File: config.mk
export PLATFORM = sky130hd
export DESIGN_NAME = cpu_sequencer_flat
export DESIGN_NICKNAME = d
export VERILOG_FILES = /design/src/rtl/cpu_sequencer_pkg.sv /design/src/rtl/cpu_sequencer_if.sv /design/src/rtl/cpu_sequencer_seq_decode.sv /design/src/rtl/cpu_sequencer.sv /design/src/flat_wrapper.sv
export SDC_FILE = /design/constraint.sdc
export NUM_CORES = 1
export LEC_CHECK = 0
export BUFFER_PORTS_ARGS = -buffer_cell sky130_fd_sc_hd__clkbuf_2
export CAP_MARGIN = 20
export CORE_MARGIN = 8
export CORE_UTILIZATION = 40
export CTS_BUF_LIST = sky130_fd_sc_hd__clkbuf_4
export DETAILED_ROUTE_END_ITERATION = 12
export GPL_TIMING_DRIVEN = 0
export SLEW_MARGIN = 0
export SYNTH_ARGS = -nofsm -noshare
export SYNTH_HDL_FRONTEND = slang
export SYNTH_SLANG_ARGS = --single-unit
File: constraint.sdc
create_clock -name clk1 -period 3.2 [get_ports clk1]
set_input_delay 0.48 -clock clk1 [delete_from_list [all_inputs] [get_ports clk1]]
set_output_delay 0.48 -clock clk1 [all_outputs]
set_load 0.005 [all_outputs]
File: src/rtl/cpu_sequencer_pkg.sv
// Shared types for the RISC instruction-cycle sequencer: opcodes, state
// encodings, decode flags, the strobe bundle and the per-state strobe table.
package cpu_sequencer_pkg;

    localparam logic [2:0] OP_HLT  = 3'b000;
    localparam logic [2:0] OP_SKZ  = 3'b001;
    localparam logic [2:0] OP_ADD  = 3'b010;
    localparam logic [2:0] OP_ANDD = 3'b011;
    localparam logic [2:0] OP_XORR = 3'b100;
    localparam logic [2:0] OP_LDA  = 3'b101;
    localparam logic [2:0] OP_STO  = 3'b110;
    localparam logic [2:0] OP_JMP  = 3'b111;

    // IDLE is "sitting in S0 with strobes off" after reset or while disabled;
    // the next enabled edge enters S0 proper and starts the fetch.
    typedef enum logic [3:0] {
        S0     = 4'd0,
        S1     = 4'd1,
        S2     = 4'd2,
        S3     = 4'd3,
        S4     = 4'd4,
        S5     = 4'd5,
        S6     = 4'd6,
        S7     = 4'd7,
        HALTED = 4'd8,
        IDLE   = 4'd9
    } state_t;

    typedef struct packed {
        logic is_hlt;
        logic is_skz;
        logic is_alu;
        logic is_sto;
        logic is_jmp;
    } dec_t;

    typedef struct packed {
        logic load_ir;
        logic rd;
        logic wr;
        logic inc_pc;
        logic load_pc;
        logic load_acc;
        logic datactl_ena;
        logic halt;
    } strobes_t;

    function automatic strobes_t strobes_for(input state_t st, input dec_t d, input logic zero);
        strobes_t s;
        s = '0;
        case (st)
            S0, S1: begin
                s.load_ir = 1'b1;
                s.rd      = 1'b1;
                s.inc_pc  = 1'b1;
            end
            S3: s.halt = d.is_hlt;
            S4: begin
                s.rd          = d.is_alu;
                s.datactl_ena = d.is_sto;
                s.load_pc     = d.is_jmp;
                s.inc_pc      = d.is_skz & zero;
            end
            S5: begin
                s.rd          = d.is_alu;
                s.load_acc    = d.is_alu;
                s.wr          = d.is_sto;
                s.datactl_ena = d.is_sto;
                s.load_pc     = d.is_jmp;
                s.inc_pc      = d.is_jmp | (d.is_skz & zero);
            end
            S6: begin
                s.rd          = d.is_alu;
                s.datactl_ena = d.is_sto;
            end
            HALTED: s.halt = 1'b1;
            default: s = '0;
        endcase
        return s;
    endfunction

endpackage

File: src/rtl/cpu_sequencer_if.sv
// Sequencer <-> datapath signal bundle: control inputs from the IR/ALU and
// the datapath strobes produced by the sequencer.
interface cpu_sequencer_if;

    logic       ena;
    logic [2:0] opcode;
    logic       zero;
    logic       load_ir;
    logic       rd;
    logic       wr;
    logic       inc_pc;
    logic       load_pc;
    logic       load_acc;
    logic       datactl_ena;
    logic       halt;

    modport master (
        input  ena, opcode, zero,
        output load_ir, rd, wr, inc_pc, load_pc, load_acc, datactl_ena, halt
    );

    modport slave (
        output ena, opcode, zero,
        input  load_ir, rd, wr, inc_pc, load_pc, load_acc, datactl_ena, halt
    );

endinterface

File: src/rtl/cpu_sequencer_seq_decode.sv
// Combinational opcode classifier feeding the sequencer's strobe table.
module seq_decode
    import cpu_sequencer_pkg::*;
#(
    parameter int OPC_W = 3
) (
    input  logic [OPC_W-1:0] opcode,
    output dec_t             dec
);

    localparam int N_OPS = 2 ** OPC_W;

    logic [N_OPS-1:0] op_hot;

    generate
        for (genvar gi = 0; gi < N_OPS; gi++) begin : g_hot
            assign op_hot[gi] = (opcode == OPC_W'(gi));
        end
    endgenerate

    assign dec.is_hlt = op_hot[OP_HLT];
    assign dec.is_skz = op_hot[OP_SKZ];
    assign dec.is_alu = op_hot[OP_ADD] | op_hot[OP_ANDD] | op_hot[OP_XORR] | op_hot[OP_LDA];
    assign dec.is_sto = op_hot[OP_STO];
    assign dec.is_jmp = op_hot[OP_JMP];

endmodule

File: src/rtl/cpu_sequencer.sv
// 8-state instruction-cycle controller: state register, next-state logic and
// registered datapath strobes computed from the state being entered.
module cpu_sequencer
    import cpu_sequencer_pkg::*;
#(
    parameter int OPC_W     = 3,
    parameter bit HLT_STICK = 1'b1
) (
    input  logic              clk1,
    input  logic              rst,
    cpu_sequencer_if.master   bus
);

    state_t   state_reg, state_next;
    strobes_t strobes_reg, strobes_next;
    dec_t     dec;

    seq_decode #(.OPC_W(OPC_W)) u_decode (
        .opcode (bus.opcode[OPC_W-1:0]),
        .dec    (dec)
    );

    always_ff @(posedge clk1) begin
        if (rst) begin
            state_reg   <= IDLE;
            strobes_reg <= '0;
        end else begin
            state_reg   <= state_next;
            strobes_reg <= strobes_next;
        end
    end

    // Strobes are looked up for the state being entered, using opcode/zero
    // as sampled on that same edge, so outputs never depend on inputs combinationally.
    always_comb begin
        state_next   = IDLE;
        strobes_next = '0;
        case (state_reg)
            HALTED: state_next = HALTED;
            IDLE:   state_next = bus.ena ? S0 : IDLE;
            S0, S1, S2, S4, S5, S6: begin
                if (bus.ena) state_next = state_t'(state_reg + 4'd1);
            end
            S3: begin
                if (bus.ena) state_next = (HLT_STICK && dec.is_hlt) ? HALTED : S4;
            end
            S7: begin
                if (bus.ena) state_next = S0;
            end
            default: state_next = IDLE;
        endcase
        strobes_next = strobes_for(state_next, dec, bus.zero);
    end

    assign bus.load_ir     = strobes_reg.load_ir;
    assign bus.rd          = strobes_reg.rd;
    assign bus.wr          = strobes_reg.wr;
    assign bus.inc_pc      = strobes_reg.inc_pc;
    assign bus.load_pc     = strobes_reg.load_pc;
    assign bus.load_acc    = strobes_reg.load_acc;
    assign bus.datactl_ena = strobes_reg.datactl_ena;
    assign bus.halt        = strobes_reg.halt;

endmodule

File: src/flat_wrapper.sv
// flat-port wrapper written by rule: the top's interface ports become plain ports
module cpu_sequencer_flat import cpu_sequencer_pkg::*;
#(
    parameter int OPC_W     = 3,
    parameter bit HLT_STICK = 1'b1
)
  (clk1, rst, bus_ena, bus_opcode, bus_zero, bus_load_ir, bus_rd, bus_wr, bus_inc_pc, bus_load_pc, bus_load_acc, bus_datactl_ena, bus_halt);
  cpu_sequencer_if bus_i ();
  input  logic clk1;
  input  logic rst;
  input wire logic [$bits(bus_i.ena)-1:0] bus_ena;
  input wire logic [$bits(bus_i.opcode)-1:0] bus_opcode;
  input wire logic [$bits(bus_i.zero)-1:0] bus_zero;
  output wire logic [$bits(bus_i.load_ir)-1:0] bus_load_ir;
  output wire logic [$bits(bus_i.rd)-1:0] bus_rd;
  output wire logic [$bits(bus_i.wr)-1:0] bus_wr;
  output wire logic [$bits(bus_i.inc_pc)-1:0] bus_inc_pc;
  output wire logic [$bits(bus_i.load_pc)-1:0] bus_load_pc;
  output wire logic [$bits(bus_i.load_acc)-1:0] bus_load_acc;
  output wire logic [$bits(bus_i.datactl_ena)-1:0] bus_datactl_ena;
  output wire logic [$bits(bus_i.halt)-1:0] bus_halt;
  assign bus_i.ena = bus_ena;
  assign bus_i.opcode = bus_opcode;
  assign bus_i.zero = bus_zero;
  assign bus_load_ir = bus_i.load_ir;
  assign bus_rd = bus_i.rd;
  assign bus_wr = bus_i.wr;
  assign bus_inc_pc = bus_i.inc_pc;
  assign bus_load_pc = bus_i.load_pc;
  assign bus_load_acc = bus_i.load_acc;
  assign bus_datactl_ena = bus_i.datactl_ena;
  assign bus_halt = bus_i.halt;
  cpu_sequencer #(.OPC_W(OPC_W), .HLT_STICK(HLT_STICK)) u_core (.clk1(clk1), .rst(rst), .bus(bus_i));
endmodule
Word-level counts from Yosys, hierarchy flattened
Index checks and enable logic that the tools add are counted.
Widths: inputs -> output; s select.

storage, ports and cells
  output and inout port bits = 8
  input port bits = 7
  memories kept = 0
  register bits after elaboration = 12
  latch bits = 0
  bits in writable memories = 0
  word-level logic and storage cells = 60
  memory bits (read-only) = 0

operators by class
  shift operators = 0
  bitwise gates (word level) = 8
  $mul = 0
  equal/unequal tests = 22
  div/mod/pow operators = 0
  order comparisons = 0
  mux-type cells = 9
  reductions and logical operators = 11
  $add $sub $neg = 1

operators by type and width
  operator             number
  $eq 4x3->1 const B   7
  $mux 4               4
  $pmux 4 s4           1
  $eq 3x3->1 const B   4
  $eq 4x2->1 const B   3
  $eq 4x4->1 const B   3
  $reduce_or 2->1      6
  $eq 4x1->1 const B   2
  $logic_not 4->1      2
  $eq 3x2->1 const B   2
  $reduce_or 6->1      1
  $add 4x1->4 const B  1
  $or 1x1->1           4
  $pmux 1 s2           2
  $eq 3x1->1 const B   1
  $logic_not 3->1      1
  $not 1->1            3
  $pmux 1 s3           1
  $reduce_or 3->1      1
  $and 1x1->1          1
  $mux 1               1

Depth between registers and ports, before layout
  depth in word-level cells = 8
  mapped depth = 7
  gate-level depth less buffers = 7

Cells and area by module
A second synthesis with hierarchy kept.

second synthesis, totals
  cells, all modules = 76
  area, all modules = 679.4 um2

by module, submodules not included
  module         seq. area each (um2)  instances  cells each  area each (um2)
  cpu_sequencer  240.2                 1          71          640.6
  seq_decode     0.0                   1          5           38.8

Least setup slack after synthesis
Ideal clock, no wire load.

  kind = flip-flop to flip-flop
  start point = register u_core.state_reg[0]
  end point = register u_core.strobes_reg, in the netlist u_core.bus.wr
  path slack = 972 ps
  clock period less this slack = 2,228 ps
  stages on the path, launching flop included = 8
  arrival = 2,140 ps
  path through = dfxtp_1 -> inv_1 -> ha_1 -> nor3_1 -> a211oi_1 -> a2111oi_4 -> or3b_4 -> nor4_2

on the way
  longest elaborated chain between the ends = 6
  elaborated cells between the ends (all ways) = 18

RTL lines
  what                                       RTL line                 RTL
  start: declaration                         cpu_sequencer.sv:14      state_t state_reg, state_next;
  start signal: assignment                   cpu_sequencer.sv:28      state_reg <= state_next;
  $add 4x1->4, or another cell as far along  cpu_sequencer.sv:42      if (bus.ena) state_next = state_t'(state_reg + 4'd1);
  $mux 4, or another cell as far along       cpu_sequencer.sv:42
  $pmux 4 s4 (*)                             cpu_sequencer.sv:38      case (state_reg)
  $eq 4x3->1 (*)                             cpu_sequencer_pkg.sv:51  case (st)
  $not 1->1 (no source line) (*)             n/a
  $reduce_or 2->1 (no source line) (*)       n/a
  end signal: assignment                     cpu_sequencer.sv:29      strobes_reg <= strobes_next;
  end: declaration                           cpu_sequencer.sv:15      strobes_t strobes_reg, strobes_next;

Mark *: on every way between the ends. The rest lies on a longest branch, timed or not.
A chain may end at the register's enable or synchronous reset.

Worst setup path in the final report
Same ends and word-level chain as after synthesis.

==> flow_metrics.env <==
export IMPL_post_route_drc_count=0
export IMPL_synthToLayoutAreaGrowth_pct=17.44
export IMPL_syn_nets=84
export IMPL_final_nets=103
export IMPL_drv_cap=0
export IMPL_post_dp_hpwl_um=1106
export IMPL_path_class="reg -> reg"
export IMPL_p_per_area_nw_per_um2=788.8
export IMPL_drt_iter0_drc=15
export IMPL_syn_inst=73
export IMPL_placed_cells=103
export IMPL_clock_skew_ns=0.001294
export IMPL_ctsHtreeMaxLevel=1
export IMPL_async_reset_ff_share_pct=0
export IMPL_cts_tree="done"
export IMPL_p_int_uw=363.2
export IMPL_critPathMaxStageDelay_ns=0.51
export IMPL_finalHoldViolCount=0
export IMPL_cts_hold_buffers=0
export IMPL_hold_depth=2
export IMPL_grt_use_total_pct=9.149
export IMPL_cts_root_buf="clkbuf_4"
export IMPL_yosys_area_top_type="dfxtp_1"
export IMPL_tightest_slew_ns=0.6339
export IMPL_drive_gt1_share_pct=23.33
export IMPL_port_buffers=14
export IMPL_synth_common_cells="12 x dfxtp_1, 6 x nand2_1, 6 x nor3_1"
export IMPL_outcome="complete, no violations"
export IMPL_grt_ovfl_total=0
export IMPL_via_per_inst=5.642
export IMPL_rsz0062_at_grt="no"
export IMPL_firstDrtPassIters=4
export IMPL_vdd_drop_max_v=0.0003252
export IMPL_yosysMostFrequentCell="dfxtp_1"
export IMPL_rrSetupSlack_ns=0.62
export IMPL_path_clk_slew_ns=0.07
export IMPL_diodes=0
export IMPL_synth_seq_cells=12
export IMPL_fmaxAchievable_mhz=387.9
export IMPL_synth_area_um2=645.6
export IMPL_place_congestion=0.8041
export IMPL_ys_flop_type="dfxtp_1"
export IMPL_timing_rr_start="u_core.state_reg[0]$_SDFF_PP1_"
export IMPL_numCtsBuffers=3
export IMPL_final_antenna_net_count=0
export IMPL_wl_per_cell_um=13.26
export IMPL_slew_headroom_pct=57.17
export IMPL_rows=14
export IMPL_grt_pass1_wl_um=2421
export IMPL_clock_latency_ns=0.26
export IMPL_grt_pass1_vias=567
export IMPL_cts_buffer_depth=2
export IMPL_cp_max_fo=8
export IMPL_drt_wl_total_um=1406
export IMPL_largest_reg_flops=4
export IMPL_io_pins=15
export IMPL_start_kind="register"
export IMPL_finalCritPeriodShare_pct=80.55
export IMPL_layout_cells_non_filler=106
export IMPL_core_um2=1506
export IMPL_p_clk_share_pct=14.7
export IMPL_arrival_ns=2.76
export IMPL_critical_path_required_ns=3.38
export IMPL_fin_crit_ns=2.578
export IMPL_hold_start="rst"
export IMPL_drv_slew=0
export IMPL_ys_seq_area_share_pct=37.21
export IMPL_reg2regPathDepth=7
export IMPL_die_area_um2=3156
export IMPL_antenna_found_initial=0
export IMPL_synth_top_cell_area_share_pct=37.21
export IMPL_route_vias_total=598
export IMPL_yosysWarningCount=0
export IMPL_synth_edff_count=0
export IMPL_setup_tns_final_ns=0
export IMPL_ys_types=30
export IMPL_cp_end_kind="register"
export IMPL_p_sw_share_pct=39.27
export IMPL_cp_slowest_cell="a2111oi_4"
export IMPL_cellLeakagePower_nw=0.3290
export IMPL_p_switching_uw=234.9
export IMPL_cts_setup_buffers=0
export IMPL_grt_max_degree=9
export IMPL_r2r_end="u_core.bus.wr$_SDFF_PP0_"
export IMPL_die_w_um=56.18
export IMPL_p_seq_share_pct=36.9
export IMPL_cts_sinks=12
export IMPL_worstPathCellList="inv_1 > ha_1 > nor3_1 > a211oi_1 > a2111oi_4 > or3b_4 > nor4_2"
export IMPL_avgSynthCellArea_um2=8.844
export IMPL_ctsResizeCount=0
export IMPL_min_to="u_core.state_reg[2]$_SDFF_PP0_"
export IMPL_comb_power_share_pct=48.4
export IMPL_yosys_top_cells_area="dfxtp_1 37%, ha_1 7.8%, nor3_1 4.7%"
export IMPL_start_util_pct=42.86
export IMPL_hold_class="in -> reg"
export IMPL_setup_viol=0
export IMPL_die_y_um=56.18
-- layer usage --
| layer | GRT usage (%) | wire, um | up-vias | share of wire (%) |
|---|---|---|---|---|
| met2 | 14.90 | 641 | 19 | 46 |
| met4 | 2.062 | 7 | 0 | 0.50 |
| li1 | - | - | 307 | - |
| met1 | 10.50 | 643 | 270 | 46 |
| met3 | 4.338 | 114 | 2 | 8.1 |
| met5 | 0 | 0 | - | 0 |
-- stage by stage --
stage	power (mW)	hold slack (ns)	cell area [um^2]	util [%]	setup WS, ns
6_report	0.5981	0.4567	758.2	50.33	0.6223
2_1_floorplan	0.4358	0.5510	645.6	-	0.9717
3_5_place_dp	0.5135	0.6506	735.7	48.84	0.6586
5_1_grt	0.6519	0.4488	758.2	50.33	0.4620
3_3_place_gp	0.5119	0.6567	735.7	48.84	0.6523
4_1_cts	0.6060	0.4442	758.2	50.33	0.6081
-- worst max-delay path: cells and delay by family, from the launching register on --
family,cells,cell delay [ns]
and+or+nand+nor,3,1.03
buffers and inverters,1,0.11
adders and majority gates,1,0.25
DFF,1,0.48
AOI/OAI and AO/OA,2,0.64
-- power by group through the flow --
stage	clock [mW]	combinational (mW)	sequential, mW
floorplan	0	0.215	0.220
global placement	0	0.287	0.225
detailed placement	0	0.289	0.224
CTS	0.0916	0.293	0.221
global route	0.0996	0.326	0.226
finish	0.0877	0.290	0.221
-- cells by family after synthesis --
kind of cell / after synthesis / share of synthesized area (%)
AOI/OAI and AO/OA: 15 / 18.41
xor gates and xnor gates: 1 / 1.357
adders and majority gates: 4 / 7.752
buffers and inverters: 4 / 2.325
DFF: 12 / 37.21
and+or+nand+nor: 37 / 32.95
-- layout by cell type, fill, tap and decap left out, drive strengths merged, types with 4 or more instances in the layout --
master | netlist | routed
dfxtp | 12 | 12
ha | 4 | 4
nand2 | 6 | 6
inv | 4 | 4
nor3 | 6 | 6
nand3 | 5 | 5
clkbuf | 0 | 17
nor2 | 4 | 4
o21ai | 4 | 4
-- final cells by class --
type	instances	area, um^2
multi-input combinational	57	390.4
tap	16	20.02
sequential	12	240.2
fill	156	748.2
clock buffer	3	22.52
inverter	4	15.01
timing repair buffer	14	70.07
-- how the worst max path moves through the flow --
stage	start	to	slack [ns]	depth (start not counted)
detailed placement	u_core.state_reg[0]$_SDFF_PP1_	u_core.bus.wr$_SDFF_PP0_	0.66	7
floorplan	u_core.state_reg[0]$_SDFF_PP1_	u_core.bus.wr$_SDFF_PP0_	0.97	7
global placement	u_core.state_reg[0]$_SDFF_PP1_	u_core.bus.wr$_SDFF_PP0_	0.65	7
global route	u_core.state_reg[0]$_SDFF_PP1_	u_core.bus.wr$_SDFF_PP0_	0.46	7
CTS	u_core.state_reg[0]$_SDFF_PP1_	u_core.bus.wr$_SDFF_PP0_	0.61	7
finish	u_core.state_reg[0]$_SDFF_PP1_	u_core.bus.wr$_SDFF_PP0_	0.62	7
(Power assumes the default switching activity.)
